File: src/rtl/cnt_trace_fifo.sv
// rtl/cnt_trace_fifo.sv - timestamped change trace of a counter through a small valid/ready FIFO
// Optional gap tagging is compiled in with `define CNT_TRACE_GAP_CHECK_EN.
module cnt_trace_fifo #(
    parameter int CNT_W = 3,
    parameter int TS_W  = 8,
    parameter int DEPTH = 4
) (
    input  logic             clk,
    input  logic             rst,
    input  logic [CNT_W-1:0] cnt_in,
    input  logic             done_in,
    output logic             out_valid,
    input  logic             out_ready,
    output logic [CNT_W-1:0] out_cnt,
    output logic             out_done,
    output logic [TS_W-1:0]  out_stamp,
    output logic             out_gap,
    output logic [7:0]       wrap_count,
    output logic             overflow
);

    localparam int AW = (DEPTH > 1) ? $clog2(DEPTH) : 1;
    localparam logic [CNT_W-1:0] CNT_MAX = '1;
    localparam logic [AW:0] FULL_COUNT = (AW + 1)'(DEPTH);

    logic [TS_W-1:0]  ts;
    logic [CNT_W-1:0] prev;
    logic             primed;

    logic [CNT_W-1:0] mem_cnt   [DEPTH];
    logic             mem_done  [DEPTH];
    logic [TS_W-1:0]  mem_stamp [DEPTH];

    logic [AW-1:0] wr_ptr;
    logic [AW-1:0] rd_ptr;
    logic [AW:0]   count;

    logic sample_event;
    logic wrap_seen;
    logic full;
    logic pop;
    logic push;

    assign sample_event = !primed || (cnt_in != prev);
    assign wrap_seen    = primed && (prev == CNT_MAX) && (cnt_in == '0);
    assign full         = (count == FULL_COUNT);
    assign out_valid    = (count != '0);
    assign pop          = out_valid && out_ready;
    // A full FIFO still accepts a push when the head leaves in the same cycle.
    assign push         = sample_event && (!full || pop);

    always_ff @(posedge clk or posedge rst) begin
        if (rst) begin
            ts     <= '0;
            prev   <= '0;
            primed <= 1'b0;
        end else begin
            ts     <= ts + 1'b1;
            prev   <= cnt_in;
            primed <= 1'b1;
        end
    end

    always_ff @(posedge clk or posedge rst) begin
        if (rst) begin
            wr_ptr <= '0;
            rd_ptr <= '0;
            count  <= '0;
        end else begin
            if (push) begin
                wr_ptr <= wr_ptr + 1'b1;
            end
            if (pop) begin
                rd_ptr <= rd_ptr + 1'b1;
            end
            case ({push, pop})
                2'b10:   count <= count + 1'b1;
                2'b01:   count <= count - 1'b1;
                default: count <= count;
            endcase
        end
    end

    // Storage is not reset; outputs are gated by out_valid so stale contents never show.
    always_ff @(posedge clk) begin
        if (push) begin
            mem_cnt[wr_ptr]   <= cnt_in;
            mem_done[wr_ptr]  <= done_in;
            mem_stamp[wr_ptr] <= ts;
        end
    end

    always_ff @(posedge clk or posedge rst) begin
        if (rst) begin
            wrap_count <= '0;
            overflow   <= 1'b0;
        end else begin
            if (wrap_seen && (wrap_count != 8'hFF)) begin
                wrap_count <= wrap_count + 1'b1;
            end
            if (sample_event && full && !pop) begin
                overflow <= 1'b1;
            end
        end
    end

    assign out_cnt   = out_valid ? mem_cnt[rd_ptr]   : '0;
    assign out_done  = out_valid ? mem_done[rd_ptr]  : 1'b0;
    assign out_stamp = out_valid ? mem_stamp[rd_ptr] : '0;

`ifdef CNT_TRACE_GAP_CHECK_EN
    logic             mem_gap [DEPTH];
    logic [CNT_W-1:0] prev_inc;
    logic             gap_bit;

    // Modulo increment, so max->0 counts as in-sequence.
    assign prev_inc = prev + 1'b1;
    assign gap_bit  = primed && (cnt_in != prev_inc);

    always_ff @(posedge clk) begin
        if (push) begin
            mem_gap[wr_ptr] <= gap_bit;
        end
    end

    assign out_gap = out_valid ? mem_gap[rd_ptr] : 1'b0;
`else
    assign out_gap = 1'b0;
`endif

endmodule
File: config.mk
export PLATFORM = sky130hd
export DESIGN_NAME = cnt_trace_fifo
export DESIGN_NICKNAME = d
export VERILOG_FILES = /design/src/rtl/cnt_trace_fifo.sv
export SDC_FILE = /design/constraint.sdc
export NUM_CORES = 1
export LEC_CHECK = 0
export ABC_AREA = 1
export CAP_MARGIN = 10
export CORE_ASPECT_RATIO = 0.75
export CORE_MARGIN = 3
export CORE_UTILIZATION = 45
export CTS_CLUSTER_SIZE = 8
export DETAILED_ROUTE_END_ITERATION = 16
export HOLD_SLACK_MARGIN = 0.08
export PLACE_DENSITY = 0.74
export RECOVER_POWER = 50
export SYNTH_ARGS = -nofsm -noshare
export SYNTH_HDL_FRONTEND = slang
export SYNTH_SLANG_ARGS = --single-unit
File: constraint.sdc
create_clock -name clk -period 2.4 [get_ports clk]
set_input_delay 0.48 -clock clk [delete_from_list [all_inputs] [get_ports clk]]
set_output_delay 0.48 -clock clk [all_outputs]
set_load 0.05 [all_outputs]
==> flow_metrics.tcl, run 1 <==
set metrics [dict create \
    clk_pin_slew_ns 0.08 \
    antennaDiodeCount 0 \
    crit_fanout 3 \
    die_h_um 80.7 \
    crit_type "reg2out" \
    syn_inst 298 \
    setup_viol 0 \
    portBuffers 28 \
    stdcell_area_mm2 0.00417 \
    skew_ns 0.00928 \
    status "finished, violations left" \
    clk-insertion-delay-late_ns 0.34 \
    power_switching_w 0.00247 \
    worstSetupStartpointType "register" \
    worst_ep_arrival_time_ns 1.77 \
    cts_tree "built" \
    syn_avg_cell_area_um2 11.2 \
    synth_area_mm2 0.00335 \
    worstPathRequired_ns 1.92 \
    ioPinCount 30 \
    drtPass1Iterations 4 \
    seqPwrFrac_pct 31.7 \
    min-delay-start "overflow$_DFFE_PP0P_" \
    regArea_mm2 0.00214 \
    synth_cell_types 30 \
    num_rows 26 \
    synth_top_area_cell "edfxtp_1" \
    rr_worst_depth 12 \
    min_path_type "reg2reg" \
    overflow 0 \
    placed_area_mm2 0.00393 \
    relSlewSlack_pct -7.37 \
    dp_hpwl_mm 4.15 \
    synth.area.top_cells "edfxtp_1 (43%), dfrtp_1 (21%), nor2_1 (6.7%), o21ai_0 (4.0%), xor2_1 (3.1%)" \
    slew_violations 29 \
    drc 0 \
    min_period_over_period_pct 93.9 \
    most-common-layout-cells "nor2_1 (60), edfxtp_1 (48), o21ai_0 (27), dfrtp_1 (27), inv_1 (23)" \
    tightest_slew_ns 1.61 \
    min_period_ns 2.25 \
    wirelength_mm 5.99 \
    p_sw_share_pct 40.5 \
    final_nets 357 \
    numCtsBuffers 9 \
    grtUsageTotal_pct 15.1 \
    root_buffer "clkbuf_8" \
    cts.sinks 76 \
    p_int_w 0.00363 \
    grt_max_degree 29 \
    worstReg2RegEnd "count[2]$_DFFE_PP0P_" \
    violations "max-capacitance violations, max-slew violations" \
    grt_pass1_wl_mm 9.82 \
    p_per_area_mw_per_mm2 1460 \
    coreArea_mm2 0.00699 \
    synth-seq-cells 76 \
    vias 2137 \
    finalHoldViolCount 0 \
    ys_seq_area_share_pct 64.0 \
    cap_violations 1 \
    yosysWarnings 0 \
    ant_nets 0 \
    grt_antenna_before_repair 0 \
    fp.dieW_um 106 \
    hold_depth 1 \
    multiInputGateArea_mm2 0.00105 \
    pwr-share-comb_pct 51.1 \
    worst_r2r_startpoint "count[0]$_DFFE_PP0P_" \
    hold-path-endpoint "overflow$_DFFE_PP0P_" \
    clockBufferDepth 2 \
    max_freq_ghz 0.444 \
    vias_per_cell 4.79 \
    wl_per_cell_um 13.4 \
    drt_iter0_markers 101 \
    gp_congestion 0.805 \
    p_leak_nw 1.72 \
    syn_nets 312 \
    htree_levels 3 \
    areaGrowthSynthToFinish_pct 24.7 \
    fillCellCount 555 \
    die_area_mm2 0.00852 \
    synth_top_area_share_pct 43.1 \
    drive_above_1_share_pct 21.3 \
    final_common_cell "nor2_1" \
    start_util_pct 47.8 \
    grt_pass1_vias 2109 \
    vdd_drop_max_mv 0.950 \
    critPathCaptureType "output pin" \
    rsz0062_at_grt "no" \
    r2r_slack_ns 0.53 \
    fin_tns_setup_ns 0 \
    pwr-share-clk_pct 17.2 \
]
[worst max-delay path by stage]
stage               cells after the start                    to                   from  slack [ns]
floorplan                               5            out_cnt[0]   count[0]$_DFFE_PP0P_        0.24
global placement                       10  count[1]$_DFFE_PP0P_              cnt_in[2]        0.14
detailed placement                     13  count[2]$_DFFE_PP0P_              cnt_in[2]        0.05
CTS                                     6            out_cnt[1]  rd_ptr[0]$_DFFE_PP0N_        0.06
global route                            5          out_stamp[6]   count[0]$_DFFE_PP0P_        0.03
finish                                  3             out_valid   count[0]$_DFFE_PP0P_        0.15
[critical path, stage by stage, from the launching register on]
cell and delay [ns]:
dfrtp_1 0.46, nor2_4 0.08, nand2_4 0.09, clkdlybuf4s50_1 0.80
[per-layer routing]
layer / routed length, µm / GRT usage [%]
met5: 0 / 0
met4: 77 / 5.56
met3: 347 / 4.50
met2: 2800 / 24.4
met1: 2760 / 19.6
[Yosys cell counts (all sizes together)]
cell	number
fa	1
inv	29
xor2	13
nor2	66
clkbuf	3
dfrtp	28
edfxtp	48
xnor2	3
nand2	33
a21oi	14
nand3	9
o21ai	29
nor3	1
nand4	6
or2	1
buf	6
ha	6
conb	2
[area by class of cell]
type	instances	share of cell area, %
Timing Repair Buffer	43	12.3
Tap cell	98	2.94
Sequential cell	76	51.4
Clock inverter	7	2.40
Multi-Input combinational cell	184	25.2
Inverter	29	2.76
Clock buffer	9	2.97
[flip-flops by register name (all words and copies together) (netlist names)]
name	flops
mem_stamp	32
mem_cnt	12
ts	8
wrap_count	8
mem_done	4
count	3
prev	3
rd_ptr	2
wr_ptr	2
overflow	1
primed	1
[power by group through the flow]
stage | Sequential, W | Clock, W | Combinational (W)
2_1_floorplan | 0.00201 | 0 | 0.00170
3_3_place_gp | 0.00197 | 0 | 0.00301
3_5_place_dp | 0.00199 | 0 | 0.00305
4_1_cts | 0.00196 | 0.00107 | 0.00307
5_1_grt | 0.00197 | 0.00113 | 0.00335
6_report | 0.00194 | 0.00105 | 0.00312
[kinds of logic (layout without fill, tap and decap cells)]
family	count (synthesis)	after routing	synth area share [%]
flip-flops	76	76	64.0
XOR/XNOR	16	16	4.41
AO/OA/AOI/OAI	43	43	6.77
buffers and inverters	38	88	4.71
adder cells (fa/ha/maj)	7	7	2.84
other	2	2	0.224
AND/OR/NAND/NOR	116	116	17.0
[stage by stage]
step                power (W)  cells  setup slack, ns  hold WS, ns  utilization [%]
CTS                   0.00610    445           0.0593        0.479             59.4
finish                0.00611    446            0.147        0.475             59.7
global placement      0.00498    429            0.142        0.450             56.1
detailed placement    0.00504    429           0.0494        0.455             56.1
global route          0.00644    446           0.0323        0.500             59.7
floorplan             0.00370    298            0.238        0.489                -
[timing repair]
item | 4_1_cts | 5_1_grt
buffers inserted | 0 | 1
resized for setup | 2 | 3
setup endpoints to repair | 3 | 3
hold buffers | 0 | 0
Note: power is estimated with default switching activity, not from simulation.
==> inputs of run 2 (changes only) <==
--- a/config.mk
+++ b/config.mk
@@ -8,13 +8,15 @@
 export ABC_AREA = 1
 export CAP_MARGIN = 10
 export CORE_ASPECT_RATIO = 0.75
-export CORE_MARGIN = 3
+export CORE_MARGIN = 2
 export CORE_UTILIZATION = 45
 export CTS_CLUSTER_SIZE = 8
 export DETAILED_ROUTE_END_ITERATION = 16
+export DONT_BUFFER_PORTS = 1
 export HOLD_SLACK_MARGIN = 0.08
-export PLACE_DENSITY = 0.74
+export PLACE_DENSITY = 0.69
 export RECOVER_POWER = 50
+export SLEW_MARGIN = 20
 export SYNTH_ARGS = -nofsm -noshare
 export SYNTH_HDL_FRONTEND = slang
 export SYNTH_SLANG_ARGS = --single-unit
==> run 2 against run 1 <==
Effect of this change:
- the run still ends with max-capacitance violations, max-slew violations left
- register-to-register slack got worse by 0.19 ns
- largest power group unchanged
- combinational power decreased by 24%
- critical path type unchanged
- global-route usage increased by 0.60 points
- total power decreased by 15%
- clock skew decreased by 0.0013 ns
- clock-buffer cell count increased by 1
- cell count decreased by 3.6%
- non-clock buffer count decreased by 20
- sequential share of layout area increased by 5.2 points
==> flow_metrics.tcl, run 2 (synthesized netlist as in run 1, its figures left out) <==
set metrics [dict create \
    wl_per_cell_um 14.1 \
    power_w 0.00522 \
    coreArea_mm2 0.00726 \
    die_area_mm2 0.00815 \
    status "finished, violations left" \
    ioPinCount 30 \
    finalHoldViolCount 0 \
    hold_depth 0 \
    dpl_worst_slack_ns 0.425 \
    drt_iter0_markers 164 \
    violations "max-capacitance violations, max-slew violations" \
    clk-insertion-delay-late_ns 0.34 \
    drtPass1Iterations 4 \
    min_period_ns 2.30 \
    cts.sinks 76 \
    drc 0 \
    rr_worst_depth 12 \
    min_period_over_period_pct 95.7 \
    skew_ns 0.00797 \
    cap_violations 1 \
    vias 2113 \
    clk_pin_slew_ns 0.08 \
    wirelength_mm 6.05 \
    p_per_area_mw_per_mm2 1380 \
    relSlewSlack_pct -3.76 \
    drive_above_1_share_pct 21.3 \
    portBuffers 0 \
    start_util_pct 46.1 \
    crit_fanout 19 \
    worstPathRequired_ns 1.92 \
    stdcell_area_mm2 0.00379 \
    placed_area_mm2 0.00360 \
    cts_setup_buffers 0 \
    max_freq_ghz 0.436 \
    critPathCaptureType "output pin" \
    fp.dieW_um 104 \
    reg_top3 "mem_stamp (32), mem_cnt (12)" \
    grt_pass1_wl_mm 9.80 \
    most-common-layout-cells "nor2_1 (60), edfxtp_1 (48), dfrtp_1 (28)" \
    gp_congestion 0.828 \
    grt_antenna_before_repair 0 \
    num_rows 27 \
    overflow 0 \
    final_nets 338 \
    areaGrowthSynthToFinish_pct 13.3 \
    setup_viol 0 \
    fin_ws_ns 0.104 \
    antennaDiodeCount 0 \
    top_register "mem_stamp" \
    grt_max_degree 29 \
    ant_nets 0 \
    worst_ep_arrival_time_ns 1.82 \
    fin_tns_setup_ns 0 \
    clockBufferDepth 2 \
    crit_type "reg2out" \
    htree_levels 3 \
    tightest_slew_ns 1.56 \
    cts_tree "built" \
    vdd_drop_max_mv 0.748 \
    worstSetupStartpointType "register" \
    vias_per_cell 4.91 \
    grt_pass1_vias 2067 \
    slew_violations 29 \
    largest_reg_flops 32 \
    die_h_um 78.7 \
    p_leak_nw 1.57 \
    root_buffer "clkbuf_8" \
    final_common_cell "nor2_1" \
    numCtsBuffers 9 \
    grtUsageTotal_pct 15.7 \
    min_path_type "in2reg" \
    dp_hpwl_mm 4.00 \
]
==> run 2: report_power, final <==
group | internal (W) | switching [W]
Sequential | 0.00179 | 0.000182
Clock | 0.000410 | 0.000471
Combinational | 0.000674 | 0.00169
==> run 2: cell type report <==
class                   count  area (µm²)
clock buffers              10         138
clock inverters             6        48.8
fillers                   618        3470
inverters                  29         113
multi-input cells         184        1050
flip-flops and latches     76        2140
well taps                 101         126
repair buffers             23         169
repair inverters            1        7.51
==> run 2: timing repair <==
| item | 4_1_cts | 5_1_grt |
|---|---|---|
| resized for setup | 0 | 2 |
| hold buffers | 0 | 0 |
| endpoints found under the setup margin | 0 | 11 |
==> run 2: worst paths after layout <==
| check | start | endpoint | slack (ns) |
|---|---|---|---|
| max in group asynchronous | rst | wr_ptr[1]$_DFFE_PP0P_ | 0.94 |
| worst max-delay path | rd_ptr[0]$_DFFE_PP0N_ | out_cnt[0] | 0.10 |
| worst max register to register | count[0]$_DFFE_PP0P_ | count[2]$_DFFE_PP0P_ | 0.34 |
| min in group asynchronous | rst | ts[5]$_DFF_PP0_ | 0.56 |
| worst min register to register | ts[7]$_DFF_PP0_ | ts[7]$_DFF_PP0_ | 0.53 |
| worst min-delay path | cnt_in[0] | prev[0]$_DFF_PP0_ | 0.16 |
==> run 2: stage by stage <==
step	utilization [%]	hold slack (ns)	std cells
2_1_floorplan	-	0.489	298
3_3_place_gp	49.5	0.471	413
3_5_place_dp	49.5	0.473	413
4_1_cts	52.1	0.0925	429
5_1_grt	52.2	0.132	430
6_report	52.2	0.163	430
==> run 2: critical path, stage by stage, from the launching register on <==
cell     delay (ns)
dfrtp_1        0.49
buf_4          0.29
nor2_1         0.09
nor2_1         0.09
o21ai_0        0.12
a21oi_1        0.17
buf_4          0.22
==> run 2: routing by layer <==
metal  vias up  wire length [µm]  share of wire [%]  track usage [%]
li1       1029                 -                  -                -
met1      1024              2650                 44             20.0
met2        50              2910                 48             25.1
met3        10               371                6.1             6.06
met4         0               112                1.9             5.14
met5         -                 0                  0                0
==> RTL change: new RTL, config.mk and constraints of run 1 <==
Register the output `out_cnt`, cleared by the reset; this adds one clock of latency there. The other outputs are not delayed to match.
--- a/src/rtl/cnt_trace_fifo.sv
+++ b/src/rtl/cnt_trace_fifo.sv
@@ -105,5 +105,11 @@
     end
 
-    assign out_cnt   = out_valid ? mem_cnt[rd_ptr]   : '0;
+    always_ff @(posedge clk or posedge rst) begin
+        if (rst) begin
+            out_cnt <= '0;
+        end else begin
+            out_cnt <= out_valid ? mem_cnt[rd_ptr]   : '0;
+        end
+    end
     assign out_done  = out_valid ? mem_done[rd_ptr]  : 1'b0;
     assign out_stamp = out_valid ? mem_stamp[rd_ptr] : '0;
Formal check against the unedited RTL: not equivalent (Yosys sat finds a counterexample within 4 cycles, from zero or initial values and one cycle with rst high).
==> RTL change against run 1 <==
Combinational power down 13%. Sequential power up 5%. Critical path depth up 3. Worst setup slack worse by 0.019 ns. Wire length up 7.9%. Total power down 4.8%. Cell area down 0.12%. Sequential cell count up 3. Maximum frequency down 0.83%. Synthesized area about the same. Clock skew down 0.0023 ns.
==> RTL change: results (changes against run 1) <==
Status
  – Status: finished, final reports clean

Synth
  – Unique masters post-synth: 31 (+3.3%)
  – Syn nets: 318 (+1.9%)
  – Register area share after synthesis: 0.6629 (+0.02269)
  – Async S/R FF share, synth: 0.3924 (+0.02398)
  – Mapped Cells: 304 (+2.0%)
  – Synth area leaders: edfxtp_1, dfrtp_1, nor2_1, nand2_1, o21ai_0
  – Commonest cells post-synth: nor2_1, edfxtp_1, nand2_1, dfrtp_1, o21ai_0

Detailed routing
  – Metal-1 WL: 3134 µm (+14%)
  – Via/cell ratio: 4.853 (+1.3%)
  – Metal2 WL: 3039 µm (+8.4%)
  – Final wirelength: 6459 µm (+7.9%)
  – Met3 WL: 271 µm (-22%)
  – Initial DRC Count: 130 (+29%)
  – Via count: 2213 (+3.6%)

Clock network
  – CTS Buf Count: 9 (unchanged)
  – Root Driver: clkbuf_8

Power
  – Pleak: 1.713 nW (-0.55%)
  – Worst VDD drop: 0.7759 mV (-18%)

GRT
  – Vias in the first global route: 2211 (+4.8%)
  – Pin count of the biggest net entering global routing: 32 (+10%)
  – All-Layer GR Usage: 0.1676 (+0.01613)

Final layout
  – Nets: 367 (+2.8%)
  – Fillers: 578 (+4.1%)
  – Fraction of layout cells with a size suffix above 1: 0.1564 (-0.05622)

Timing
  – Fin. max-slew vios: 0 (-100%)
  – Slew at the pin closest to its max-slew limit: 1.004 ns (-0.6069 ns)
  – Worst clock skew: 0.006964 ns (-0.002314 ns)

Worst setup path
  – CP arrival: 1.79 ns (+0.02 ns)
  – Critical Path End: out_stamp[7]
  – Reg-to-reg slack, setup: 0.27 ns (-0.26 ns)

Place
  – Routability Congestion: 0.8469 (+5.2%)
  – DP Wirelength: 4274 µm (+3.0%)
  – Placed insts: 437 (+1.9%)

Run
  – Max cap viols: 0 (-1)

Floorplan
  – Initial core utilization: 0.4782 (about the same)
[RTL change: through the flow]
step	setup WS, ns	TNS, ns	utilization	power, W	area, µm²
finish	0.1279	0	0.5959	0.005813	4168
global route	0.01540	0	0.5959	0.006162	4168
CTS	0.01539	0	0.5918	0.005820	4139
detailed placement	-0.3486	-9.645	0.5599	0.004725	3916
global placement	-0.2575	-6.928	0.5599	0.004670	3916
floorplan	-0.05045	-0.3532	-	0.003596	3344
[RTL change: cells by family after synthesis]
kind of cell             count (synthesis)  share of synthesized area
AO/OA/AOI/OAI                           44                    0.06697
XOR/XNOR                                13                    0.03404
adder cells (fa/ha/maj)                  7                    0.02843
buffers and inverters                   37                    0.04452
flip-flops                              79                     0.6629
other                                    2                   0.002246
AND/OR/NAND/NOR                        122                     0.1609
[RTL change: what timing repair did]
action / in CTS / in global routing
resized for setup: 0 / 7
setup endpoints to repair: 0 / 14
endpoints found under the hold margin: 0 / 0
setup buffers: 0 / 2
[RTL change: worst max-delay path: stages, from the launching register on]
cell and delay [ns]:
dfrtp_1 0.42, nor2_1 0.10, nand2_1 0.17, clkinvlp_4 0.12, buf_4 0.17, a21oi_1 0.29
buf_12 0.18
[RTL change: layout make-up]
cell class / instances / share of cell area
sequential: 79 / 0.5323
multi-input combinational: 188 / 0.2357
timing repair buffer: 47 / 0.1219
clock buffer: 11 / 0.03392
tap: 98 / 0.02942
inverter: 28 / 0.02732
clock inverter: 5 / 0.01951
[RTL change: worst min path at each step]
| stage | start | end | slack, ns | cells after the start |
|---|---|---|---|---|
| final | overflow | overflow | 0.50 | 1 |
| after detailed placement | overflow | overflow | 0.48 | 1 |
| after global placement | overflow | overflow | 0.47 | 1 |
| after global routing | overflow | overflow | 0.53 | 1 |
| after floorplan | ts[7] | ts[7] | 0.49 | 1 |
| after CTS | overflow | overflow | 0.50 | 1 |
[RTL change: where the power goes]
part           leakage (nW)  total [W]  switching (W)  internal [W]
sequential            0.832    0.00203       0.000159       0.00187
combinational         0.772    0.00271        0.00167       0.00104
clock                 0.110    0.00107       0.000460      0.000614
[RTL change: routing by layer]
metal / GRT usage / up-vias
met5: 0 / -
met4: 0.03493 / 0
met1: 0.2238 / 1066
met2: 0.2653 / 46
met3: 0.06104 / 2
li1: - / 1099
